`src/rtl/vram_blit.sv`:
```
// VRAM block-transfer engine: fills a run of words with a constant or copies
// a run from one VRAM region to another through an arbitrated VRAM port.
`timescale 1ns/1ps

package xosera_pkg;
    typedef logic [15:0] addr_t;
    typedef logic [15:0] word_t;
endpackage

module vram_blit
    import xosera_pkg::*;
(
    input  logic        clk,
    input  logic        reset_i,
    input  logic        start_i,
    input  logic        copy_i,
    input  addr_t       src_addr_i,
    input  addr_t       dst_addr_i,
    input  word_t       count_i,
    input  word_t       fill_data_i,
    input  logic [3:0]  mask_i,
    input  logic        vram_grant_i,
    output logic        vram_sel_o,
    output logic        vram_wr_o,
    output logic [3:0]  vram_mask_o,
    output addr_t       vram_addr_o,
    output word_t       vram_data_o,
    input  word_t       vram_data_i,
    output logic        busy_o,
    output logic        done_o
);

    typedef enum logic [1:0] {IDLE, FILL, RD, WR} state_t;

    state_t      r_state;
    addr_t       r_src;
    addr_t       r_dst;
    word_t       r_count;
    word_t       r_fill;
    logic [3:0]  r_mask;
    word_t       r_hold;
    logic        r_first;
    logic        r_done;

    always_ff @(posedge clk) begin
        if (reset_i) begin
            r_state <= IDLE;
            r_src   <= '0;
            r_dst   <= '0;
            r_count <= '0;
            r_fill  <= '0;
            r_mask  <= '0;
            r_hold  <= '0;
            r_first <= 1'b0;
            r_done  <= 1'b0;
        end else begin
            r_done <= 1'b0;
            // Read data is only valid one cycle after the granted read, so grab
            // it unconditionally in case the following write gets stalled.
            if (r_first) begin
                r_hold  <= vram_data_i;
                r_first <= 1'b0;
            end
            case (r_state)
                IDLE: begin
                    if (start_i) begin
                        r_src   <= src_addr_i;
                        r_dst   <= dst_addr_i;
                        r_count <= count_i;
                        r_fill  <= fill_data_i;
                        r_mask  <= mask_i;
                        if (count_i == 16'd0) begin
                            r_done <= 1'b1;
                        end else begin
                            r_state <= copy_i ? RD : FILL;
                        end
                    end
                end
                FILL: begin
                    if (vram_grant_i) begin
                        r_dst   <= r_dst + 16'd1;
                        r_count <= r_count - 16'd1;
                        if (r_count == 16'd1) begin
                            r_state <= IDLE;
                            r_done  <= 1'b1;
                        end
                    end
                end
                RD: begin
                    if (vram_grant_i) begin
                        r_src   <= r_src + 16'd1;
                        r_first <= 1'b1;
                        r_state <= WR;
                    end
                end
                WR: begin
                    if (vram_grant_i) begin
                        r_dst   <= r_dst + 16'd1;
                        r_count <= r_count - 16'd1;
                        if (r_count > 16'd1) begin
                            r_state <= RD;
                        end else begin
                            r_state <= IDLE;
                            r_done  <= 1'b1;
                        end
                    end
                end
                default: r_state <= IDLE;
            endcase
        end
    end

    always_comb begin
        vram_sel_o  = 1'b0;
        vram_wr_o   = 1'b0;
        vram_mask_o = 4'h0;
        vram_addr_o = '0;
        vram_data_o = '0;
        case (r_state)
            FILL: begin
                vram_sel_o  = 1'b1;
                vram_wr_o   = 1'b1;
                vram_mask_o = r_mask;
                vram_addr_o = r_dst;
                vram_data_o = r_fill;
            end
            RD: begin
                vram_sel_o  = 1'b1;
                vram_addr_o = r_src;
            end
            WR: begin
                vram_sel_o  = 1'b1;
                vram_wr_o   = 1'b1;
                vram_mask_o = r_mask;
                vram_addr_o = r_dst;
                vram_data_o = r_first ? vram_data_i : r_hold;
            end
            default: ;
        endcase
    end

    assign busy_o = (r_state != IDLE);
    assign done_o = r_done;

endmodule

```
`config.mk`:
```
export PLATFORM = sky130hd
export DESIGN_NAME = vram_blit
export DESIGN_NICKNAME = d
export VERILOG_FILES = /design/src/rtl/vram_blit.sv
export SDC_FILE = /design/constraint.sdc
export NUM_CORES = 1
export LEC_CHECK = 0
export CAP_MARGIN = 10
export CORE_UTILIZATION = 54
export DETAILED_ROUTE_END_ITERATION = 10
export GPL_TIMING_DRIVEN = 0
export PLACE_DENSITY = 0.95
export SETUP_SLACK_MARGIN = 0.05
export SYNTH_ARGS = -nofsm -noshare
export SYNTH_HDL_FRONTEND = slang
export SYNTH_SLANG_ARGS = --single-unit
```
`constraint.sdc`:
```
create_clock -name clk -period 3 [get_ports clk]
set_clock_uncertainty 0.1 [all_clocks]
set_input_delay 0.6 -clock clk [delete_from_list [all_inputs] [get_ports clk]]
set_output_delay 0.6 -clock clk [all_outputs]
set_load 0.1 [all_outputs]
```
==> reports/metrics.cfg <==
[floorplan]
num_rows=34
die_h_um=98.9
fp.dieW_um=98.9
core-area_mm2=0.00889
initial_utilization_pct=57.0
io_pins=129
dieArea_mm2=0.00978

[clock_tree]
clock_latency_ps=380
cts_setup_buffers=0
clock-sinks=88
cts_buffer_depth=2
clk_pin_slew_ps=100
htreeDepth=3
cts_root_buf=clkbuf_8
cts_tree=yes
cts_buffers=9

[finish]
syn2layout_area_growth_pct=34.4
fin_nets=893
multi_input_area_mm2=0.00322
n_fill_cell=635
layout-drive-gt1-share_pct=15.7
layout_commonest_cell=nand2_1
final_util_pct=76.7
mostFrequentLayoutCells=99 x nand2_1, 89 x clkdlybuf4s50_1, 87 x dfxtp_1
regArea_mm2=0.00176
n_antenna_cell=0
final_area_mm2=0.00682

[yosys]
syn_area_mm2=0.00507
synth_edf_count=0
synth_top_area_share_pct=34.7
yosysTopAreaCell=dfxtp_1
avgSynthCellArea_um2=7.66
ys_seq_area_share_pct=34.7
syn_inst=662
ys.flop_type=dfxtp_1
yosys-top-cells-area=dfxtp_1 35%, nand2_1 7.3%, a21oi_1 5.0%
ys_seq_elements=88
ys_async_sr_fraction_pct=0
synth.distinct_cells=65
yosysWarnings=0
synth_nets=755

[worst_setup_path]
r2r_slack_ps=840
crit_type=reg -> out
worstRegToRegCells=6
cp_max_fo=10
r2r_end=r_count[14]
arrival_ps=2210
r2r_start=r_count[0]
worst_ep_required_time_ps=2300
cp-start-kind=flip-flop
critPathCaptureType=output port
startpoint=r_state[0]
crit_path_end=vram_addr_o[0]

[placed_design]
dp_slack_ps=-869
dpl_cell_area_mm2=0.00669
dp_hpwl_um=14100
place_congestion=0.950
io_buffers=127

[route]
ant_nets=0
drc_errors=0
first_pass_iters=5
via_per_inst=6.60
route.vias.total=6029
drt_wl_total_um=19400
detail_route.wl_per_cell_um=21.3
drtIter0Drc=563

[global_routing]
grt_antenna_before_repair=0
grt_pass1_wl_um=30700
grt_max_degree=19
grt_usage_pct=40.3
grt_pass1_vias=6028
grt_overflow=0

[sta]
slew_violations=0
slew_headroom_pct=31.3
fmax_mhz=344
timing.final.ws_setup_ps=93.2
finalSetupViolCount=0
hold_viol=0
rsz0062_at_grt=no
finalCriticalPeriod_ps=2910
worst_pin_slew_ps=1030
setup-tns-final_ps=0
post-route-period-util_pct=96.9

[run_status]
status=complete, no violations

[power]
power_leakage_uw=0.00245
peakVddDrop_mv=0.326
power_density_mw_per_mm2=516

[flow_run]
drv_cap=0

[worst_hold_path]
min_path_type=reg -> reg

-- routing by layer --
metal	vias to the layer above	track usage, %	part of all wire, %
met2	428	67.4	46
met1	2805	48.2	37
met3	89	8.37	11
met4	0	23.3	5.5
li1	2707	-	-
met5	-	0	0
-- what timing repair did --
action	4_1_cts	5_1_grt
endpoints found under the setup margin	38	36
gates resized for setup	225	11
hold buffers	0	0
-- worst max-delay path, stage by stage (launching register included) --
cell,delay (ps)
dfxtp_2,390
buf_6,180
buf_2,290
clkbuf_2,350
a22o_1,200
buf_2,420
-- kinds of logic after synthesis --
family	synth area share, %
AO/OA/AOI/OAI	23.4
XOR/XNOR	0.173
adder cells (fa/ha/maj)	0.987
buffers and inverters	5.95
flip-flops	34.7
multiplexers	5.65
AND/OR/NAND/NOR	29.1
-- per-stage QoR --
step / hold slack, ps / power (uW) / instances
floorplan: 332 / 2230 / 662
global placement: 340 / 2620 / 897
detailed placement: 351 / 2650 / 897
CTS: 365 / 3470 / 913
global route: 390 / 3630 / 913
finish: 367 / 3520 / 913
-- power breakdown --
group	internal, uW	switching (uW)	total, uW	leakage (uW)
logic	431	833	1260	0.00163
clock network	327	528	855	0.0000970
registers	1270	130	1400	0.000721
-- synthesized netlist by cell type, drive strengths merged (2+ instances only) --
cell type	count
o21a	2
nor2	62
and4	5
mux2i	23
o32ai	5
o22ai	6
nand3	27
o31a	3
and2	5
nand4b	2
o311ai	2
a31oi	22
or3b	2
nor3b	3
or4	4
a211o	2
o21ai	34
and2b	2
nor2b	8
ha	4
a22o	4
o211ai	9
a221oi	3
or3	5
a21oi	52
a22oi	4
and4b	2
a311oi	3
nand2	101
a32oi	3
o2bb2ai	4
clkbuf	26
nand2b	8
mux2	5
nand4	11
nor4	23
or2	2
nor3	9
buf	23
inv	14
dfxtp	88
a211oi	20
and3	10
-- final cells by class --
cell class | instances | share of cell area [%]
Clock inverter | 7 | 1.06
Buffer | 50 | 4.06
Multi-Input combinational cell | 509 | 47.2
Sequential cell | 88 | 25.9
Tap cell | 108 | 1.98
Inverter | 15 | 0.826
Clock buffer | 9 | 1.82
Timing Repair Buffer | 127 | 17.1
-- worst min-delay path by stage --
stage              start         to  slack [ps]  depth (start not counted)
3_5_place_dp   r_mask[0]  r_mask[0]         350                          2
4_1_cts        r_mask[0]  r_mask[0]         360                          2
3_3_place_gp   r_mask[1]  r_mask[1]         340                          2
6_report       r_mask[0]  r_mask[0]         370                          2
5_1_grt        r_fill[3]  r_fill[3]         390                          2
2_1_floorplan  r_mask[0]  r_mask[0]         330                          2
-- flip-flops by register name (all words and copies together), names as in the netlist --
register  cells
r_fill       16
r_state       2
r_mask        4
r_count      16
done_o        1
r_dst        16
r_src        16
r_hold       16
r_first       1
Power figures use the tool's default switching activity.
